**src/rtl/frame_gen_pkg.sv**
```systemverilog
// Shared types and constants for the GMII test-frame generator.
// Holds the FSM encoding, framing bytes and CRC-32 parameters.
package frame_gen_pkg;

    typedef enum logic [2:0] {
        S_IDLE,
        S_PREAMBLE,
        S_HEADER,
        S_PAYLOAD,
        S_FCS,
        S_IFG
    } state_t;

    localparam logic [7:0] PREAMBLE_BYTE = 8'h55;
    localparam logic [7:0] SFD_BYTE = 8'hD5;
    localparam int PREAMBLE_LEN = 8;
    localparam int HDR_LEN = 14;
    localparam int FCS_LEN = 4;

    localparam logic [31:0] CRC_POLY = 32'h04C11DB7;
    localparam logic [31:0] CRC_INIT = 32'hFFFFFFFF;

    // Reflected (LSB-first) byte update of the CRC-32 register.
    function automatic logic [31:0] crc32_next(
        input logic [31:0] crc,
        input logic [7:0] d
    );
        logic [31:0] c;
        logic [31:0] poly_r;
        for (int i = 0; i < 32; i++)
            poly_r[i] = CRC_POLY[31-i];
        c = crc ^ {24'h0, d};
        for (int i = 0; i < 8; i++)
            c = c[0] ? ((c >> 1) ^ poly_r) : (c >> 1);
        return c;
    endfunction

endpackage

```
**src/rtl/frame_gen_if.sv**
```systemverilog
// Request and GMII transmit bundle of the frame generator.
// master drives requests; slave is the generator side.
interface frame_gen_if;
    logic        start_sending;
    logic [15:0] segment_num;
    logic [7:0]  txid;
    logic [7:0]  aux;
    logic        busy;
    logic        tx_en;
    logic [7:0]  txd;

    modport master (
        output start_sending, segment_num, txid, aux,
        input  busy, tx_en, txd
    );

    modport slave (
        input  start_sending, segment_num, txid, aux,
        output busy, tx_en, txd
    );
endinterface

```
**src/rtl/crc32_d8.sv**
```systemverilog
// Byte-wide CRC-32 register (reflected, init all-ones).
// init has priority over enable; the register is not complemented.
module crc32_d8
    import frame_gen_pkg::*;
(
    input  logic        clk,
    input  logic        resetn,
    input  logic        init,
    input  logic        enable,
    input  logic [7:0]  data,
    output logic [31:0] crc
);

    always_ff @(posedge clk) begin
        if (!resetn)
            crc <= CRC_INIT;
        else if (init)
            crc <= CRC_INIT;
        else if (enable)
            crc <= crc32_next(crc, data);
    end

endmodule

```
**src/rtl/frame_gen.sv**
```systemverilog
// Ethernet test-frame generator driving a GMII transmit port.
// One frame per accepted start: preamble, header, payload, FCS, gap.
module frame_gen
    import frame_gen_pkg::*;
#(
    parameter logic [47:0] DST_MAC = 48'hFF_FF_FF_FF_FF_FF,
    parameter logic [47:0] SRC_MAC = 48'h00_0A_35_01_02_03,
    parameter logic [15:0] ETHERTYPE = 16'h88B5,
    parameter int PAYLOAD_LEN = 46,
    parameter int IFG_LEN = 12
) (
    input logic        clk125MHz,
    input logic        resetn,
    frame_gen_if.slave fg
);

    // The IDLE cycle on which the next start is taken is part of the
    // gap, so the IFG state itself lasts one cycle less than IFG_LEN.
    localparam int IFG_CYC = (IFG_LEN > 1) ? IFG_LEN - 1 : 0;

    localparam logic [15:0] PRE_LAST = 16'(PREAMBLE_LEN - 1);
    localparam logic [15:0] HDR_LAST = 16'(HDR_LEN - 1);
    localparam logic [15:0] PAY_LAST = 16'(PAYLOAD_LEN - 1);
    localparam logic [15:0] FCS_LAST = 16'(FCS_LEN - 1);
    localparam logic [15:0] IFG_LAST =
        16'((IFG_CYC > 0) ? IFG_CYC - 1 : 0);

    localparam logic [111:0] HDR = {DST_MAC, SRC_MAC, ETHERTYPE};

    state_t      state, state_d;
    logic [15:0] cnt, cnt_d;
    logic        load;
    logic [15:0] seg_q;
    logic [7:0]  txid_q;
    logic [7:0]  aux_q;
    logic [31:0] crc;
    logic [111:0] hdr_sh;
    logic [7:0]  txd_c;
    logic        tx_en_c;
    logic        crc_en;

    always_ff @(posedge clk125MHz) begin
        if (!resetn) begin
            state  <= S_IDLE;
            cnt    <= '0;
            seg_q  <= '0;
            txid_q <= '0;
            aux_q  <= '0;
        end else begin
            state <= state_d;
            cnt   <= cnt_d;
            if (load) begin
                seg_q  <= fg.segment_num;
                txid_q <= fg.txid;
                aux_q  <= fg.aux;
            end
        end
    end

    always_comb begin
        state_d = state;
        cnt_d   = cnt + 16'd1;
        load    = 1'b0;
        unique case (state)
            S_IDLE: begin
                cnt_d = '0;
                if (fg.start_sending) begin
                    state_d = S_PREAMBLE;
                    load    = 1'b1;
                end
            end
            S_PREAMBLE: begin
                if (cnt == PRE_LAST) begin
                    state_d = S_HEADER;
                    cnt_d   = '0;
                end
            end
            S_HEADER: begin
                if (cnt == HDR_LAST) begin
                    state_d = S_PAYLOAD;
                    cnt_d   = '0;
                end
            end
            S_PAYLOAD: begin
                if (cnt == PAY_LAST) begin
                    state_d = S_FCS;
                    cnt_d   = '0;
                end
            end
            S_FCS: begin
                if (cnt == FCS_LAST) begin
                    state_d = (IFG_CYC > 0) ? S_IFG : S_IDLE;
                    cnt_d   = '0;
                end
            end
            S_IFG: begin
                if (cnt == IFG_LAST) begin
                    state_d = S_IDLE;
                    cnt_d   = '0;
                end
            end
            default: begin
                state_d = S_IDLE;
                cnt_d   = '0;
            end
        endcase
    end

    always_comb begin
        txd_c   = 8'h00;
        tx_en_c = 1'b0;
        crc_en  = 1'b0;
        hdr_sh  = HDR << {cnt[3:0], 3'b000};
        unique case (state)
            S_PREAMBLE: begin
                tx_en_c = 1'b1;
                txd_c = (cnt == PRE_LAST) ? SFD_BYTE : PREAMBLE_BYTE;
            end
            S_HEADER: begin
                tx_en_c = 1'b1;
                crc_en  = 1'b1;
                txd_c   = hdr_sh[111:104];
            end
            S_PAYLOAD: begin
                tx_en_c = 1'b1;
                crc_en  = 1'b1;
                if (cnt == 16'd0)
                    txd_c = txid_q;
                else if (cnt == 16'd1)
                    txd_c = seg_q[15:8];
                else if (cnt == 16'd2)
                    txd_c = seg_q[7:0];
                else if (cnt == 16'd3)
                    txd_c = aux_q;
                else
                    txd_c = cnt[7:0] - 8'd4;
            end
            S_FCS: begin
                tx_en_c = 1'b1;
                if (cnt[1:0] == 2'd0)
                    txd_c = ~crc[7:0];
                else if (cnt[1:0] == 2'd1)
                    txd_c = ~crc[15:8];
                else if (cnt[1:0] == 2'd2)
                    txd_c = ~crc[23:16];
                else
                    txd_c = ~crc[31:24];
            end
            default: ;
        endcase
    end

    crc32_d8 u_crc (
        .clk    (clk125MHz),
        .resetn (resetn),
        .init   (load),
        .enable (crc_en),
        .data   (txd_c),
        .crc    (crc)
    );

    assign fg.busy  = (state != S_IDLE);
    assign fg.tx_en = tx_en_c;
    assign fg.txd   = txd_c;

endmodule

```
**src/flat_wrapper.sv**
```systemverilog
// flat-port wrapper written by rule: the top's interface ports become plain ports
module frame_gen_flat import frame_gen_pkg::*;
#(
    parameter logic [47:0] DST_MAC = 48'hFF_FF_FF_FF_FF_FF,
    parameter logic [47:0] SRC_MAC = 48'h00_0A_35_01_02_03,
    parameter logic [15:0] ETHERTYPE = 16'h88B5,
    parameter int PAYLOAD_LEN = 46,
    parameter int IFG_LEN = 12
)
  (clk125MHz, resetn, fg_start_sending, fg_segment_num, fg_txid, fg_aux, fg_busy, fg_tx_en, fg_txd);
  frame_gen_if fg_i ();
  input logic clk125MHz;
  input logic resetn;
  input wire logic [$bits(fg_i.start_sending)-1:0] fg_start_sending;
  input wire logic [$bits(fg_i.segment_num)-1:0] fg_segment_num;
  input wire logic [$bits(fg_i.txid)-1:0] fg_txid;
  input wire logic [$bits(fg_i.aux)-1:0] fg_aux;
  output wire logic [$bits(fg_i.busy)-1:0] fg_busy;
  output wire logic [$bits(fg_i.tx_en)-1:0] fg_tx_en;
  output wire logic [$bits(fg_i.txd)-1:0] fg_txd;
  assign fg_i.start_sending = fg_start_sending;
  assign fg_i.segment_num = fg_segment_num;
  assign fg_i.txid = fg_txid;
  assign fg_i.aux = fg_aux;
  assign fg_busy = fg_i.busy;
  assign fg_tx_en = fg_i.tx_en;
  assign fg_txd = fg_i.txd;
  frame_gen #(.DST_MAC(DST_MAC), .SRC_MAC(SRC_MAC), .ETHERTYPE(ETHERTYPE), .PAYLOAD_LEN(PAYLOAD_LEN), .IFG_LEN(IFG_LEN)) u_core (.clk125MHz(clk125MHz), .resetn(resetn), .fg(fg_i));
endmodule
```
**config.mk**
```make
export PLATFORM = sky130hd
export DESIGN_NAME = frame_gen_flat
export DESIGN_NICKNAME = d
export VERILOG_FILES = /design/src/rtl/frame_gen_pkg.sv /design/src/rtl/frame_gen_if.sv /design/src/rtl/crc32_d8.sv /design/src/rtl/frame_gen.sv /design/src/flat_wrapper.sv
export SDC_FILE = /design/constraint.sdc
export NUM_CORES = 1
export LEC_CHECK = 0
export ABC_AREA = 0
export ABC_CLOCK_PERIOD_IN_PS = 8200
export CAP_MARGIN = 10
export CORE_MARGIN = 1
export CORE_UTILIZATION = 35
export CTS_BUF_LIST = sky130_fd_sc_hd__clkbuf_4 sky130_fd_sc_hd__clkbuf_8
export CTS_CLUSTER_SIZE = 8
export DETAILED_ROUTE_END_ITERATION = 16
export DONT_BUFFER_PORTS = 1
export PLACE_DENSITY = 0.51
export SLEW_MARGIN = 20
export SYNTH_ARGS = -nofsm -noshare
export SYNTH_HDL_FRONTEND = slang
export SYNTH_SLANG_ARGS = --single-unit
```
**constraint.sdc**
```tcl
create_clock -name clk125MHz -period 8.2 [get_ports clk125MHz]
set_input_delay 0.82 -clock clk125MHz [delete_from_list [all_inputs] [get_ports clk125MHz]]
set_output_delay 0.82 -clock clk125MHz [all_outputs]
set_load 0.02 [all_outputs]
```
Word level (Yosys, flattened, before mapping)

Index checks and enable logic that the tools add are counted.

Logic and storage cells: 85
Input port bits: 35
Output and inout port bits: 10
Register bits: 83

Reduce and logical (&&, ||, !) cells: 8
Mux-type cells: 34
Shift-type cells: 1
$add $sub $neg: 2
Bitwise operators: 14
Equality and inequality tests: 20

Operators with widths:

| cell                      | count |
|---|---|
| $mux W32                  | 8 |
| $not A13 Y14              | 8 |
| $shl A112 B7 Y112 const A | 1 |
| $mux W16                  | 5 |
| $pmux W16 S5              | 1 |
| $mux W8                   | 8 |
| $eq A16 B2 Y1 const B     | 2 |
| $eq A16 B4 Y1 const B     | 2 |
| $not A8 Y8                | 4 |
| $pmux W8 S4               | 1 |
| $xor A32 B8 Y32           | 1 |
| $mux W3                   | 6 |
| $pmux W3 S6               | 1 |
| $add A16 B1 Y16 const B   | 1 |
| $eq A16 B1 Y1 const B     | 1 |
| $eq A16 B3 Y1 const B     | 1 |
| $eq A16 B6 Y1 const B     | 1 |
| $logic_not A16 Y1         | 1 |
| $ne A2 B1 Y1 const B      | 5 |
| $sub A8 B3 Y8 const B     | 1 |
| $eq A3 B2 Y1 const B      | 2 |
| $eq A3 B3 Y1 const B      | 2 |
| $reduce_and A6 Y1         | 1 |
| $mux W1                   | 4 |
| other kinds (10)          | 11 |

Longest topological paths before layout

Depth in word-level cells: 23
Mapped depth: 14
Mapped depth without buffers: 12

By module

A second synthesis with hierarchy kept.

Cells, all modules: 615
Area, all modules: 5412.7 um2

Modules (own cells, without submodules):

| module    | cells an instance | times used | seq. area each (um2) | area each (um2) |
|---|---|---|---|---|
| frame_gen | 434               | 1          | 1021.0               | 3314.4 |
| crc32_d8  | 181               | 1          | 640.6                | 2098.3 |

Worst setup path after synthesis

OpenSTA, ideal clock, no wires.

Path type: register to register
From: reg u_core.cnt[3]
To: reg u_core.u_crc.crc[19]
Cell stages (with the launch flop): 13
Arrival time: 3357 ps
Library setup time: 128 ps
Path buffers: 1
Clock period less this slack: 3485 ps
Required time: 8072 ps
Slack: 4715 ps
Cells stage by stage: dfxtp_1 -> clkbuf_1 -> inv_1 -> ha_1 -> nor3b_1 -> nand4_1 -> a2111oi_0 -> o211ai_2 -> xor2_2 -> xnor3_1 -> xnor2_1 -> xnor2_1 -> o21ai_1

Elaborated cells between the ends (all ways): 29
Those cells by class: 1 x add/sub; 4 x eq/ne; 1 x shift; 14 x mux; 8 x bitwise; 1 x reduce/logical

RTL lines:

| element                    | line                | source |
|---|---|---|
| from (decl)                | frame_gen.sv:31     | `logic [15:0] cnt, cnt_d;` |
| from (signal assigned)     | frame_gen.sv:51     | `cnt <= cnt_d;` |
| $eq A16 B2 Y1              | frame_gen.sv:133    | `else if (cnt == 16'd3)` |
| $mux W8                    | frame_gen.sv:133    |  |
| $mux W8                    | frame_gen.sv:131    | `else if (cnt == 16'd2)` |
| $mux W8                    | frame_gen.sv:129    | `else if (cnt == 16'd1)` |
| $mux W8                    | frame_gen.sv:127    | `if (cnt == 16'd0)` |
| $pmux W8 S4 (*)            | frame_gen.sv:114    | `unique case (state)` |
| via fg_txd[1]              | flat_wrapper.sv:20  | `output wire logic [$bits(fg_i.txd)-1:0] fg_txd;` |
| $xor A32 B8 Y32 (*)        | frame_gen_pkg.sv:32 | `c = crc ^ {24'h0, d};` |
| $mux W32 (*) (8 in series) | frame_gen_pkg.sv:34 | `c = c[0] ? ((c >> 1) ^ poly_r) : (c >> 1);` |
| to (signal assigned)       | crc32_d8.sv:20      | `crc <= crc32_next(crc, data);` |
| to (decl)                  | crc32_d8.sv:11      | `output logic [31:0] crc` |

The timed path passes the listed nets; every way through them passes the cells marked *.
A chain may end at the register's enable or synchronous reset.

Worst setup path after layout

From: reg u_core.cnt[1]
To: reg u_core.u_crc.crc[29]

Cells in the longest elaborated chain, start to end: 17
Elaborated cells between the ends (all ways): 32
Those cells by class: 1 x add/sub; 6 x eq/ne; 1 x shift; 17 x mux; 5 x bitwise; 2 x reduce/logical

Ends and longest elaborated chain:

| element                                               | line |
|---|---|
| $sub A8 B3 Y8 / $eq A16 B2 Y1 (equally long branches) | frame_gen.sv:136, frame_gen.sv:133 |
| $mux W8                                               | frame_gen.sv:133 |
| $mux W8                                               | frame_gen.sv:131 |
| $mux W8                                               | frame_gen.sv:129 |
| $mux W8                                               | frame_gen.sv:127 |
| $pmux W8 S4 (*)                                       | frame_gen.sv:114 |
| via fg_txd[5]                                         | flat_wrapper.sv:20 |
| $xor A32 B8 Y32 (*)                                   | frame_gen_pkg.sv:32 |
| $mux W32 (*) (6 in series)                            | frame_gen_pkg.sv:34 |
| $not A13 Y14 (no line)                                | -- |
| $mux W32 (*)                                          | frame_gen_pkg.sv:34 |
| $not A13 Y14 (no line)                                | -- |
| $mux W32 (*)                                          | frame_gen_pkg.sv:34 |

Marks and branches as above.

==> impl_metrics.csv <==
group,metric,value,unit
floorplan,die_x,125,um
critical_path,cpPeakStageDelay,860,ps
sta,fmax,0.235,GHz
sta,slew_violations,0,
route,vias_per_cell,5.33,
critical_path,worstSetupStartpointType,"flip-flop",
clock_tree,clock_latency,390,ps
synthesis,synthTopCellsByArea,"dfxtp_1, xnor2_1, nand2_1",
clock_tree,tritoncts,"done",
clock_tree,root_buffer,"clkbuf_8",
place,port_buffers,0,
clock_tree,cts_sinks,83,
floorplan,core_area,14600,um2
sta,worst_slack,3940,ps
global_route,grt_util_all_layers,18.3,%
sta,period_needed,4260,ps
sta,worst_slew_pin_slew,1040,ps
global_route,grt_pass1_vias,4132,
synthesis,syn_area_per_cell,8.20,um2
synthesis,ys_seq_elements,83,
power,p_per_area,147,nW/um2
critical_path,rr_worst_depth,12,
flow_run,maxCapViolations,0,
route,routed-via-count,4283,
critical_path,worstSetupStartpoint,"u_core.cnt[1]$_SDFF_PN0_",
worst_hold_path,hold_path_class,"flip-flop to flip-flop",
finish,area_delta_synth_final,5.29,%
global_route,grt_max_degree,39,
clock_tree,clk_path_buf_depth,2,
sta,rsz0062_at_grt,"false",
synthesis,synth_edf_count,0,
floorplan,row_count,44,
critical_path,reg2reg_setup_slack,3940,ps
synthesis,yosys_most_used_dff,"dfxtp_1",
place,place_congestion,0.901,
sta,final_hold_viol_count,0,
clock_tree,postCtsHoldBufs,0,
critical_path,endpoint,"u_core.u_crc.crc[29]$_SDFFE_PP1P_",
critical_path,cpMaxStageDelayCell,"ha_1",
critical_path,cp.arrival,4500,ps
synthesis,yosysWarnings,0,
sta,report.final.setup_viol,0,
synthesis,synth_common_cells,"nand2_1, dfxtp_1, nor2_1",
critical_path,crit_chain,"inv_1 > ha_1 > clkinv_1 > o21ai_0 > a21oi_1 > o21ai_1 > o2111ai_1 > xor2_2 > xnor2_1 > xnor3_1 > nor2_1 > o21ai_1",
route,dr.first_iter.drc_count,290,
floorplan,io_pins,45,
floorplan,fp.dieArea,15600,um2
route,drtAntennaViolNets,0,
place,hpwlAfterDp,10.2,mm
global_route,grt_pass1_wl,22.3,mm
clock_tree,path_clk_slew,100,ps
route,post_drt_wl_per_cell,17.4,um
critical_path,crit_type,"flip-flop to flip-flop",
synthesis,synthCells,643,
synthesis,yosysUniqueCellTypes,66,
synthesis,synth_top_cell_area_share,31.5,%
clock_tree,numCtsBuffers,9,
synthesis,syn-cell-area,5270,um2
critical_path,reg2reg_to,"u_core.u_crc.crc[29]$_SDFFE_PP1P_",
finish,final_nets,661,
status,status,"complete, no violations",
synthesis,synth_nets,689,
clock_tree,cts_resized,0,
clock_tree,htreeDepth,3,
synthesis,synth_most_common_cell,"nand2_1",
critical_path,reg2reg_from,"u_core.cnt[1]$_SDFF_PN0_",
power,ir_worst_vdd,89.7,uV
power,leakage,1.94,nW
floorplan,die_y,125,um
worst_hold_path,min-delay-start,"u_core.seg_q[3]$_SDFFE_PN0P_",
finish,antenna_cells,0,
synthesis,seq_area_frac_synth,31.5,%
route,wirelength,14.0,mm
place,place_ws,3980,ps
clock_tree,cts_setup_buffers,0,
global_route,overflow,0,
global_route,antenna_found_initial,0,
synthesis,synth_top_area_cell,"dfxtp_1",
route,drc,0,
route,drt-pass1-iter-count,5,
critical_path,cp-end-kind,"flip-flop",
synthesis,synthArstFlopShare,0,%
sta,finClkSkew,23.1,ps
critical_path,path_common_cell,"o21ai_1",
critical_path,crit_fanout,30,
floorplan,start_util,36.1,%
finish,drive_above_1_share,9.03,%
sta,slew_headroom,30.4,%
sta,fin_tns_setup,0,ps
critical_path,crit_required,8440,ps
sta,post-route-period-util,51.9,%
critical path, delay by kind of cell, from the launching register on:
family          cells  cell delay, ps
compound gates      5            1010
fa+ha+maj           1             860
simple gates        1              90
flops               1             390
buf+inv             2             640
xor+xnor            3            1130
final cells by class:
| type | count | area (um2) |
|---|---|---|
| Inverter | 17 | 63.8 |
| Clock buffer | 9 | 124 |
| Clock inverter | 7 | 66.3 |
| Sequential cell | 83 | 1660 |
| Tap cell | 184 | 230 |
| Timing Repair Buffer | 4 | 30.0 |
| Multi-Input combinational cell | 500 | 3370 |
| Fill cell | 1506 | 9040 |
metrics by stage:
step	utilization, %	total power [W]	cells	instance area, um2	hold WS (ps)
detailed placement	36.7	0.000528	788	5360	456
finish	38.0	0.000817	804	5550	466
global placement	36.7	0.000528	788	5360	454
floorplan	-	0.000510	643	5270	438
CTS	38.0	0.000829	804	5550	469
global route	38.0	0.000854	804	5550	497
cell usage in the layout, fill, tap and decap left out, types with 6 or more instances in the layout:
cell        n
o21ai_0    31
xor2_1     22
o21ai_1    16
a21oi_1    28
nor3b_1     7
clkbuf_8    9
and3_1      9
ha_1       11
mux2i_1     9
o211ai_1   10
xnor2_1    48
nor2_1     62
a31oi_1     6
a21boi_0   32
inv_1      15
nand2_1   108
dfxtp_1    83
nor2b_1     6
nand3_1     8
nor3_1      7
worst min path at each step:
stage | end | slack (ps) | cells after the start
after floorplan | u_core.aux_q[7]$_SDFFE_PN0P_ | 440 | 2
after global placement | u_core.aux_q[7]$_SDFFE_PN0P_ | 450 | 2
after detailed placement | u_core.seg_q[3]$_SDFFE_PN0P_ | 460 | 2
after CTS | u_core.seg_q[3]$_SDFFE_PN0P_ | 470 | 2
after global routing | u_core.seg_q[7]$_SDFFE_PN0P_ | 500 | 2
final | u_core.seg_q[3]$_SDFFE_PN0P_ | 470 | 2
cell families after synthesis:
group	Yosys count	share of synthesized area (%)
AOI/OAI and AO/OA	161	21.5
xor gates and xnor gates	84	17.0
adders and majority gates	11	2.61
buffers and inverters	60	4.49
DFF	83	31.5
muxes	12	2.35
and+or+nand+nor	232	20.5
sequential cells by signal, indices dropped and copies added (netlist names):
signal and count:
u_core.state 3, u_core.u_crc.crc 32, u_core.aux_q 8, u_core.seg_q 16
u_core.cnt 16, u_core.txid_q 8
per-layer routing:
| metal | share of wire, % | global-route usage [%] |
|---|---|---|
| met2 | 44 | 28.6 |
| met5 | 0 | 0 |
| met4 | 1.1 | 5.74 |
| met1 | 49 | 25.0 |
| met3 | 5.6 | 3.99 |
power by group:
group	switching (W)	total [W]	internal, W
clock	0.000159	0.000299	0.000140
sequential	0.00000957	0.000423	0.000414
combinational	0.0000565	0.0000955	0.0000390
Power figures use the tool's default switching activity.
